File: src/rtl/fft_stage_ctrl.sv
// Stage sequencer for the in-place ping-pong FFT: read/twiddle address streams, delayed write strobes, RAM-set swap per stage.
// Optional cycle counter output oCYCLES is built when FFT_CTRL_CYCLE_CNT_EN is defined.
module fft_stage_ctrl #(
    parameter int ADDR_W   = 9,
    parameter int STAGES   = 6,
    parameter int PIPE_LAT = 4
) (
    input  logic              iCLK,
    input  logic              iRESET,
    input  logic              iSTART,
    output logic [ADDR_W-1:0] oADDR_RD,
    output logic [ADDR_W-1:0] oADDR_WR,
    output logic              oWE,
    output logic [ADDR_W-1:0] oTW_ADDR,
    output logic              oRAM_SEL,
    output logic [3:0]        oSTAGE,
    output logic              oBUSY,
`ifdef FFT_CTRL_CYCLE_CNT_EN
    output logic [15:0]       oCYCLES,
`endif
    output logic              oRDY
);

    typedef enum logic [1:0] {S_IDLE, S_RUN, S_DRAIN, S_DONE} state_t;

    localparam logic [3:0] LAST_STAGE = 4'(STAGES - 1);
    localparam logic [3:0] DRAIN_LAST = 4'(PIPE_LAT - 1);

    state_t              state_q, state_d;
    logic [ADDR_W-1:0]   k_q, k_d;
    logic [3:0]          stage_q, stage_d;
    logic [3:0]          drain_q, drain_d;
    logic                ram_sel_q, ram_sel_d;
    logic                rdy_q, rdy_d;
    logic [PIPE_LAT-1:0] vld_q;
    logic [ADDR_W-1:0]   tag_q [PIPE_LAT];
    logic                start_ok;
    logic                busy;

    assign busy     = (state_q == S_RUN) || (state_q == S_DRAIN);
    assign start_ok = iSTART && ((state_q == S_IDLE) || (state_q == S_DONE));

    // NOTE: every variable gets its hold value first so no path through the case leaves one unassigned (no latch).
    always_comb begin
        state_d   = state_q;
        k_d       = k_q;
        stage_d   = stage_q;
        drain_d   = drain_q;
        ram_sel_d = ram_sel_q;
        rdy_d     = rdy_q;
        unique case (state_q)
            S_IDLE, S_DONE: begin
                if (iSTART) begin
                    state_d   = S_RUN;
                    k_d       = '0;
                    stage_d   = '0;
                    ram_sel_d = 1'b0;
                    rdy_d     = 1'b0;
                end
            end
            S_RUN: begin
                k_d     = k_q + 1'b1;
                drain_d = '0;
                if (k_q == '1) state_d = S_DRAIN;
            end
            S_DRAIN: begin
                drain_d = drain_q + 4'd1;
                if (drain_q == DRAIN_LAST) begin
                    drain_d   = '0;
                    ram_sel_d = ~ram_sel_q;
                    if (stage_q == LAST_STAGE) begin
                        state_d = S_DONE;
                        rdy_d   = 1'b1;
                    end else begin
                        stage_d = stage_q + 4'd1;
                        state_d = S_RUN;
                    end
                end
            end
            default: state_d = S_IDLE;
        endcase
    end

    // NOTE: state registers use non-blocking assignments so all of them update from the same pre-edge values.
    always_ff @(posedge iCLK or posedge iRESET) begin
        if (iRESET) begin
            state_q   <= S_IDLE;
            k_q       <= '0;
            stage_q   <= '0;
            drain_q   <= '0;
            ram_sel_q <= 1'b0;
            rdy_q     <= 1'b0;
        end else begin
            state_q   <= state_d;
            k_q       <= k_d;
            stage_q   <= stage_d;
            drain_q   <= drain_d;
            ram_sel_q <= ram_sel_d;
            rdy_q     <= rdy_d;
        end
    end

    // A tag only moves with its valid bit, so the last stage keeps the most recent write address between writes.
    // NOTE: the tag line is a small register array, not RAM, so it is reset to give oADDR_WR a defined 0 out of reset.
    always_ff @(posedge iCLK or posedge iRESET) begin
        if (iRESET) begin
            vld_q <= '0;
            for (int i = 0; i < PIPE_LAT; i++) tag_q[i] <= '0;
        end else begin
            vld_q[0] <= (state_q == S_RUN);
            if (state_q == S_RUN) tag_q[0] <= k_q;
            for (int i = 1; i < PIPE_LAT; i++) begin
                vld_q[i] <= vld_q[i-1];
                if (vld_q[i-1]) tag_q[i] <= tag_q[i-1];
            end
        end
    end

`ifdef FFT_CTRL_CYCLE_CNT_EN
    logic [15:0] cycles_q, cycles_d;

    always_comb begin
        cycles_d = cycles_q;
        if (start_ok)                        cycles_d = '0;
        else if (busy && (cycles_q != '1))   cycles_d = cycles_q + 16'd1;
    end

    always_ff @(posedge iCLK or posedge iRESET) begin
        if (iRESET) cycles_q <= '0;
        else        cycles_q <= cycles_d;
    end

    assign oCYCLES = cycles_q;
`else
    logic unused_start_ok;
    assign unused_start_ok = start_ok;
`endif

    assign oADDR_RD = k_q;
    assign oTW_ADDR = k_q << {stage_q, 1'b0};
    assign oADDR_WR = tag_q[PIPE_LAT-1];
    assign oWE      = vld_q[PIPE_LAT-1];
    assign oRAM_SEL = ram_sel_q;
    assign oSTAGE   = stage_q;
    assign oBUSY    = busy;
    assign oRDY     = rdy_q;

endmodule

File: config.mk
export PLATFORM = sky130hd
export DESIGN_NAME = fft_stage_ctrl
export DESIGN_NICKNAME = d
export VERILOG_FILES = /design/src/rtl/fft_stage_ctrl.sv
export SDC_FILE = /design/constraint.sdc
export NUM_CORES = 1
export LEC_CHECK = 0
export CAP_MARGIN = 20
export CORE_ASPECT_RATIO = 0.8
export CORE_MARGIN = 2
export CORE_UTILIZATION = 30
export DETAILED_ROUTE_END_ITERATION = 8
export GPL_TIMING_DRIVEN = 0
export SLEW_MARGIN = 20
export SYNTH_ARGS = -nofsm -noshare
export SYNTH_HDL_FRONTEND = slang
export SYNTH_SLANG_ARGS = --single-unit
export TNS_END_PERCENT = 10
File: constraint.sdc
create_clock -name iCLK -period 2.4 [get_ports iCLK]
set_input_delay 0.24 -clock iCLK [delete_from_list [all_inputs] [get_ports iCLK]]
set_output_delay 0.24 -clock iCLK [all_outputs]
set_load 0.005 [all_outputs]
==> run metrics <==
result of the run=finished, final reports clean; cell repeated most along the worst path=inv_1; crit path max-delay cell type=clkdlybuf4s50_1; Arrival @ worst endpoint=2080 ps; number of standard cells after synthesis=255; clock tree from TritonCTS=built; DR vias=between 2000 and 2500; slew of the pin with the lowest slew margin=529 ps; fin nets=315; area of the placeable core=9610 um2; headroom to the max-slew limit=0.647; mux share of post-synthesis cell area=0.179; Worst-path clk slew=60 ps; total negative slack=0 ps; utilization after layout=0.394; Final Wtd Congestion=0.798; top post-synthesis cells by area=dfrtp_1, mux2_2, ha_1; min-delay worst type=primary input to asynchronous set/reset pin; fill cell instance count of the final layout=940; EDFF count, synth=0; number of DRC markers after the initial detailed-route iteration=128; Fin. Hold Viols=0; worst path cell trace=inv_1 -> ha_1 -> buf_6 -> clkbuf_1 -> inv_1 -> clkdlybuf4s50_1; max_cap viols=0; cell area after technology mapping=2950 um2; via count of the first global-routing pass=2143; clock latency of the later-clocked register in the worst-skew pair=approximately 330 ps; Clk Tree Root Cell=clkbuf_16; required time of the critical path=roughly 2200 ps; PwrDens=981 nW/um2; unrepaired setup endpoints after global routing=yes; power share of the sequential group=0.373; Synth area leader=dfrtp_1; multi-input logic area=around 1300 um2; Async S/R FF share, synth=1.00; share of Yosys cell area claimed by the top area cell type=0.517; relative contribution of combinational cells to total power=0.309; drt drc=0; cell internal power dissipation=roughly 2.6 mW; count of distinct cell types in the synthesized netlist=43; grt ovf=0; final period utilization=0.967; maximum number of pins on one net before global-route repair=59; antenna violations before repair=0; effective utilization at floorplan=0.307; total area of sequential cells=1530 um2; switching power=1.13 mW; Port Buf Inserts=37; Post-Syn Nets=266; startpoint type of the worst setup path=flop; Synth Area in Compound Gates=0.0835; via/cell ratio=4.81; final worst clock skew=around 6.7 ps; ant diodes=0; proportion of synthesized chip area in sequential cells=0.517; max-slew violation total from the final report=0; time the worst path needs with I/O delays and setup=~2300 ps; XOR/XNOR share of the synthesized area=0.00593; wire length of the first global-routing pass=approximately 11000 um; Post-DP HPWL=4220 um; worst voltage drop across the vdd grid=0.000431 V; worst slack at placement=approximately 310 ps; #FFs+latches synth=61; standby leakage power=1.76 nW; adder-cell share of the synthesized area=0.0339; Worst Path Class, Setup=flop to output port; Inserted Clock Buffers=9; setup slack of the critical path after layout=78.7 ps; dominant synthesized flop cell=dfrtp_1; Final Cell Area=3790 um2; Boundary Pins=38; width of the die=~110 um; drt first pass iters=4; Clock Power Share=0.318; Area after DPL=3500 um2; final wirelength=6010 um; switching share of total power=0.305; area of the die=10700 um2; number of warnings printed during yosys synthesis=0; Core Rows=32; delay contributed by the slowest stage of the critical path=460 ps; Setup violations, final=0; DIE HEIGHT=~90 um; antenna viol nets, final=0; routed length per placed instance=14.0 um; post-synthesis share of cell area spent on and, or, nand and nor gates=0.124; Setup Buffers After CTS=0; endpoint class of the critical path=output port; share of layout cells above drive strength 1=0.246; dominant combinational cell family by area after synthesis=multiplexers; area added between synthesis and finish=28.3%; Tot GR Track Use=0.125; Synth Area per Inst=11.6 um2; number of clock sinks=around 60; H-tree lvl count=3; number of buffers between clock root and the deepest sink=2; largest fanout of any net on the critical path=10; cts hold-fix bufs=0; fmax=0.431 GHz
## stage by stage
stage	total power, mW	cells	hold slack [ps]
2_1_floorplan	2.12	255	352
3_3_place_gp	2.53	411	368
3_5_place_dp	2.57	412	363
4_1_cts	3.76	428	136
5_1_grt	3.94	428	147
6_report	3.71	428	140
## final cells by class
cell class | count | share of cell area
inverter | 7 | 0.00760
sequential | 61 | 0.403
timing repair buffer | 38 | 0.105
multi-input combinational | 164 | 0.334
clock buffer | 10 | 0.0631
tap | 119 | 0.0393
buffer | 23 | 0.0370
clock inverter | 6 | 0.0102
## Yosys cell counts, types with 3 or more instances
master	instances
nor2_1	14
ha_1	8
inv_1	7
a22o_1	6
nand2_1	24
dfrtp_1	61
buf_4	11
nand3_1	6
nor3_1	8
a21oi_1	6
a21o_1	3
buf_2	3
nor2b_1	4
mux2_2	35
o21ai_0	8
mux2i_1	9
clkbuf_1	8
## worst paths after layout
check	from	to	slack, ps	cells past startpoint
max	state_q[0]	oBUSY	80	6
min	iRESET	oADDR_RD[1]	140	2
max reg2reg	oADDR_RD[0]	state_q[1]	450	8
min reg2reg	vld_q[0]	vld_q[1]	380	0
max in group asynchronous	iRESET	vld_q[2]	1790	3
min in group iCLK	vld_q[0]	vld_q[1]	380	0
## power groups by stage
stage	registers (mW)	logic (mW)	clock network, mW
after CTS	1.39	1.16	1.20
after global routing	1.42	1.27	1.25
after detailed placement	1.41	1.16	0
after global placement	1.40	1.13	0
after floorplan	1.36	0.763	0
final	1.38	1.15	1.18
## logic make-up (layout without fill, tap and decap cells)
family | after synthesis | in the layout
simple gates | 71 | 71
flops | 61 | 61
mux | 47 | 47
compound gates | 36 | 36
buf+inv | 30 | 84
fa+ha+maj | 8 | 8
xor+xnor | 2 | 2
## placed cells by master, fill, tap and decap left out, types with 6 or more instances in the layout
cell,count
clkbuf_16,9
nand3_1,6
mux2i_1,9
buf_4,11
inv_1,6
ha_1,8
mux2_2,35
o21ai_0,8
a21oi_1,6
nor3_1,8
clkbuf_1,7
nor2_1,14
clkdlybuf4s50_1,37
dfrtp_1,61
nand2_1,24
a22o_1,6
## flip-flops by register name, summed over array words and instances (netlist names)
signal	cells
oRDY	1
oSTAGE	4
oRAM_SEL	1
oADDR_RD	9
drain_q	4
state_q	2
oADDR_WR	9
vld_q	4
tag_q	27
## layer usage
metal | vias to the layer above | share of wire | track usage
li1 | 987 | - | -
met1 | 1035 | 0.49 | 0.169
met2 | 31 | 0.46 | 0.186
met3 | 7 | 0.042 | 0.0452
met4 | 0 | 0.013 | 0.0412
met5 | - | 0 | 0
## worst max-delay path: cells and delay by family, from the launching register on
kind	cells	cell delay [ps]
fa+ha+maj	1	290
buf+inv	5	1100
flops	1	370
## repair_timing
item,4_1_cts,5_1_grt
endpoints found under the setup margin,1,3
resized for setup,1,3
endpoints found under the hold margin,0,0
Power figures use the tool's default switching activity.
==> patch 1 (same settings) <==
Take the reset off `k_q` and load it in a clocked block of its own.
--- a/src/rtl/fft_stage_ctrl.sv
+++ b/src/rtl/fft_stage_ctrl.sv
@@ -85,19 +85,21 @@
     always_ff @(posedge iCLK or posedge iRESET) begin
         if (iRESET) begin
             state_q   <= S_IDLE;
-            k_q       <= '0;
             stage_q   <= '0;
             drain_q   <= '0;
             ram_sel_q <= 1'b0;
             rdy_q     <= 1'b0;
         end else begin
             state_q   <= state_d;
-            k_q       <= k_d;
             stage_q   <= stage_d;
             drain_q   <= drain_d;
             ram_sel_q <= ram_sel_d;
             rdy_q     <= rdy_d;
         end
+    end
+
+    always_ff @(posedge iCLK) begin
+        k_q <= k_d;
     end
 
     // A tag only moves with its valid bit, so the last stage keeps the most recent write address between writes.
Behaviour: differs if iRESET is asserted again (counterexample within 4 cycles, from zero or initial values and one cycle with iRESET high); with iRESET held inactive, the same outputs for 10 cycles.
==> patch 1 against the original RTL <==
Final area is 0.43% lower; wire length is 2.0% lower; global-route usage is 0.71 points lower; critical path type unchanged; setup slack better by 0.032 ns; register-to-register slack worse by 0.23 ns; critical endpoint is now oTW_ADDR[7]; clock skew is 0.0018 ns lower; synthesized area is 0.93% lower; sequential cell count stayed put.
Power is not compared: it rests on default switching activity, and its combinational part moved more than twofold at a synthesized area within 25%.
==> patch 1: results (changes against the original RTL) <==
| Metric | Value |
|---|---|
| Post-synth top cells | `dfrtp_1, mux2_2, nand2_1, inv_1, o21ai_0` |
| Slowest-stage cell, CP | `clkdlybuf4s50_1` |
| IO buf count | `37 (unchanged)` |
| Biggest register | `tag_q` |
| Status | `finished clean` |
| Fin nets | `300 (-4.8%)` |
| Syn_nets | `251 (-5.6%)` |
| H-tree depth | `3 (unchanged)` |
| Sequential share of the synthesized area | `53.7% (+2.0 points)` |
| Post-synthesis cell type count | `44 (+2.3%)` |
| DR WL/cell | `14.3 um (+1.5%)` |
| CTS max path bufs | `2 (unchanged)` |
| Root Driver | `clkbuf_16` |
| All-Layer GR Usage | `11.8% (-0.71 points)` |
| DP Wirelength | `4020 um (-4.8%)` |
| Leakage | `around 0.0016 uW` |
| Placed cells | `397 (-3.6%)` |
| Cts bufs inserted | `9 (unchanged)` |
| Synth async-reset ratio | `85.2% (-15 points)` |
| Clock Skew | `0.00485 ns (-0.00182 ns)` |
| First-pass GRT wire length | `9550 um (-9.1%)` |
| Peak supply drop | `0.000334 V` |
| Avg Cell Area, Syn | `12.2 um2 (+5.3%)` |
| Fin cells | `413 (-3.5%)` |
| Vias | `1,946 (-5.5%)` |
| N_diodes | `0 (unchanged)` |
| Worst-path clk slew | `0.05 ns` |
| Worst r2r path cells | `6 (-2)` |
| Max FFs per register | `27 (unchanged)` |
| Worst slew margin | `65.3% (+0.60 points)` |
| DR iter-0 viols | `86 (-33%)` |
| CP arrival | `2.05 ns (-0.03 ns)` |
| Tightest Hold Check Type | `in2async` |
| Number of iterations in the first detailed-routing pass | `4 (unchanged)` |
| Layout cell share with drive strength beyond 1 | `27.9% (+3.3 points)` |
| Filler instances | `932 (-0.85%)` |
| GPL Wtd Cong | `0.800 (+0.21%)` |
| Crit-path max cell delay | `0.56 ns (+0.10 ns)` |
| Largest net degree at the start of global routing | `35 (-41%)` |
| Placed inst area | `0.00346 mm2 (-1.1%)` |
| Syn. warnings | `0 (unchanged)` |
| Number of synthesized flops with an enable pin | `9 (+9)` |
| Clock Latency Late Sink | `0.33 ns (about the same)` |
| CP max FO | `10 (unchanged)` |
| Area contributors post-synth | `dfrtp_1, mux2_2, edfxtp_1, ha_1, mux2i_1` |
| Initial antenna violation count | `0 (unchanged)` |
| Delay-heaviest family, CP | `buffers and inverters` |
-- patch 1: cell count changes after synthesis, moves of 4 or more --
cell      unedited run  this run
a22o_1               6         0
nor3_1               8         4
nand2_1             24        13
edfxtp_1             0         9
nor2_1              14         8
dfrtp_1             61        52
-- patch 1: repair_timing --
| item | 4_1_cts | 5_1_grt |
|---|---|---|
| pin swaps | 0 | 0 |
| buffers inserted | 0 | 0 |
| setup endpoints to repair | 9 | 5 |
| cloned | 0 | 0 |
| resized for setup | 1 | 6 |
-- patch 1: layer usage --
layer	global-route usage [%]	up-vias	share of wire (%)
li1	-	937	-
met1	16.1	957	50
met2	16.4	40	44
met3	4.84	12	4.9
met4	5.08	0	1.7
met5	0	-	0
-- patch 1: path summary, 6_finish.rpt --
kind / start / end / slack (ns)
worst max-delay path: oSTAGE[1]$_DFFE_PP0P_ / oTW_ADDR[7] / 0.11
worst min register to register: vld_q[1]$_DFF_PP0_ / vld_q[2]$_DFF_PP0_ / 0.37
worst max register to register: state_q[1]$_DFFE_PP0P_ / oADDR_RD[8]$_SDFFCE_PN0P_ / 0.22
worst min-delay path: iRESET / oADDR_WR[1]$_DFFE_PP0P_ / 0.24
min in group iCLK: vld_q[1]$_DFF_PP0_ / vld_q[2]$_DFF_PP0_ / 0.37
max in group asynchronous: iRESET / oADDR_WR[5]$_DFFE_PP0P_ / 1.64
-- patch 1: area by class of cell --
type,instances,area share [%]
flip-flops and latches,61,41.7
well taps,119,3.95
repair buffers,38,10.4
clock inverters,4,1.26
plain buffers,23,3.68
inverters,10,0.996
clock buffers,12,6.54
multi-input cells,146,31.5
-- patch 1: kinds of logic after synthesis --
logic type / Yosys count / share of synthesized area (%)
flops: 61 / 53.7
simple gates: 56 / 10.4
mux: 47 / 17.7
compound gates: 33 / 8.13
buf+inv: 33 / 5.95
fa+ha+maj: 8 / 3.42
xor+xnor: 2 / 0.599
-- patch 1: per-stage QoR --
stage | setup TNS (ns) | setup WS (ns) | util [%] | hold slack [ns] | power (uW)
global placement | -10.11 | -0.309 | 36.0 | 0.367 | 1090
detailed placement | -0.269 | -0.0303 | 36.2 | 0.369 | 1090
global route | -0.000758 | -0.000758 | 39.4 | 0.286 | 2420
floorplan | 0 | 0.205 | - | 0.352 | 1080
finish | 0 | 0.111 | 39.4 | 0.235 | 2340
CTS | 0 | 0.0280 | 39.3 | 0.250 | 2380
-- patch 1: where the power goes --
part,internal [uW],leakage [uW],total (uW),switching [uW]
Sequential,1050,0.000701,1050,0
Clock,827,0.000143,1270,441
Combinational,6.53,0.000741,24.9,18.3
==> patch 2 (config.mk and constraints unchanged) <==
Made on the original files. The option `FFT_CTRL_CYCLE_CNT_EN` is turned on by a define.
--- a/src/rtl/fft_stage_ctrl.sv
+++ b/src/rtl/fft_stage_ctrl.sv
@@ -1,5 +1,7 @@
 // Stage sequencer for the in-place ping-pong FFT: read/twiddle address streams, delayed write strobes, RAM-set swap per stage.
 // Optional cycle counter output oCYCLES is built when FFT_CTRL_CYCLE_CNT_EN is defined.
+`define FFT_CTRL_CYCLE_CNT_EN
+
 module fft_stage_ctrl #(
     parameter int ADDR_W   = 9,
     parameter int STAGES   = 6,
Check against the original RTL (old outputs only; new: oCYCLES): equivalent (Yosys induction, for registers that start in step).
==> patch 2 against the original RTL <==
Largest power group unchanged; synthesized area increased by 31%; setup slack improved by 0.047 ns; total power is 12% lower; core utilization down 0.37 points; die area rose by 30%; sequential cell count up 16; maximum frequency grew 2.1%; non-clock buffer count is 18 higher; final area up 31%; wire length increased by 39%; via count grew 41%; synthesized cell count is 35% higher.
==> patch 2: results (changes against the original RTL) <==
| Metric | Value |
|---|---|
| Status | `finished clean` |
| Layout clock area frac | `6.14% (-1.2 points)` |
| Measured slew at the worst slew-check pin | `0.547 ns (+0.0176 ns)` |
| Worst r2r path cells | `6 (-2)` |
| Non-clk bufs | `79 (+30%)` |
| Area contributors post-synth | `dfrtp_1, mux2_2, mux2i_1, ha_1, nand2_1` |
| CTS max path bufs | `2 (unchanged)` |
| Leakage | `0.00219 uW (+24%)` |
| Worst slack at placement | `0.183 ns (-0.129 ns)` |
| GPL Wtd Cong | `0.781 (-2.1%)` |
| Avg Cell Area, Syn | `11.2 um2 (-3.0%)` |
| IO buf count | `53 (+43%)` |
| Clock Skew | `0.0108 ns (+0.00416 ns)` |
| Post-synth top cells | `dfrtp_1, mux2_2, nand2_1, nand3_1, nor2_1` |
| Area of the multi-input gates | `0.00176 mm2 (+39%)` |
| Post-Synthesis Cells | `344 (+35%)` |
| Vias in the first global route | `2,875 (+34%)` |
| DR WL/cell | `14.3 um (+1.6%)` |
| Layout cell share with drive strength beyond 1 | `21.2% (-3.4 points)` |
| Core Util, Final | `39.0% (-0.37 points)` |
| Routed vias/inst | `4.96 (+3.1%)` |
| First-pass GRT wire length | `14,300 um (+36%)` |
| CTS sink cnt | `77 (+26%)` |
| Sequential share of the synthesized area | `49.9% (-1.8 points)` |
| Placed cells | `573 (+39%)` |
| CP arrival | `2.03 ns (-0.05 ns)` |
| CLK BUF | `9 (-1)` |
| Syn_nets | `356 (+34%)` |
| Multi-input gate count | `231 (+41%)` |
| Largest net degree at the start of global routing | `51 (-14%)` |
| Critical Path Start | `oSTAGE[1]$_DFFE_PP0P_` |
| Seq/total area | `38.8% (-1.5 points)` |
| Post-synthesis cell type count | `56 (+30%)` |
| Fin nets | `418 (+33%)` |
| Crit-path max cell delay | `0.53 ns (+0.07 ns)` |
| CP max FO | `7 (-3)` |
| Peak supply drop | `0.000375 V (-13%)` |
| FF-to-FF Start | `state_q[0]$_DFFE_PP0P_` |
| Fin cells | `586 (+37%)` |
| Non-clk buf share | `14.5% (+0.32 points)` |
patch 2: cell count changes after synthesis, sizes merged, moves of 8 or more:
cell	before	now
nand4	1	9
and3	2	10
nand3	6	14
dfrtp	61	77
patch 2: final timing paths:
| check | endpoint | slack (ns) |
|---|---|---|
| max in group asynchronous | vld_q[3]$_DFF_PP0_ | 1.58 |
| min reg2reg | vld_q[2]$_DFF_PP0_ | 0.37 |
| max reg2reg | oSTAGE[0]$_DFFE_PP0P_ | 0.41 |
| min in group iCLK | vld_q[2]$_DFF_PP0_ | 0.37 |
| min | oCYCLES[14]$_DFFE_PP0P_ | 0.26 |
| max | oTW_ADDR[7] | 0.13 |
patch 2: what timing repair did:
action,4_1_cts,5_1_grt
gates cloned,0,0
resized for setup,5,5
endpoints found under the setup margin,9,9
patch 2: logic make-up (layout without fill, tap and decap cells):
logic type               Yosys count  after routing  synth area share, %
AO/OA/AOI/OAI                     59             59                 11.8
XOR/XNOR                           4              4                0.907
adder cells (fa/ha/maj)            9              9                 2.92
buffers and inverters             36            103                 5.05
flip-flops                        77             77                 49.9
multiplexers                      49             49                 14.0
AND/OR/NAND/NOR                  110            110                 15.5
patch 2: critical path, delay by kind of cell (launching register included):
family / cells / cell delay (ns)
buf+inv: 2 / 0.65
compound gates: 1 / 0.21
flops: 1 / 0.47
simple gates: 1 / 0.38
patch 2: metal layers:
metal / vias to the layer above / track usage (%) / part of all wire, %
met5: - / 0 / 0
met4: 0 / 3.27 / 0.69
li1: 1388 / - / -
met1: 1460 / 18.5 / 50
met3: 5 / 3.96 / 4.1
met2: 56 / 19.8 / 45
patch 2: power by group:
group          switching [uW]  internal (uW)
clock network             575            822
registers                85.0           1420
logic                     147            226
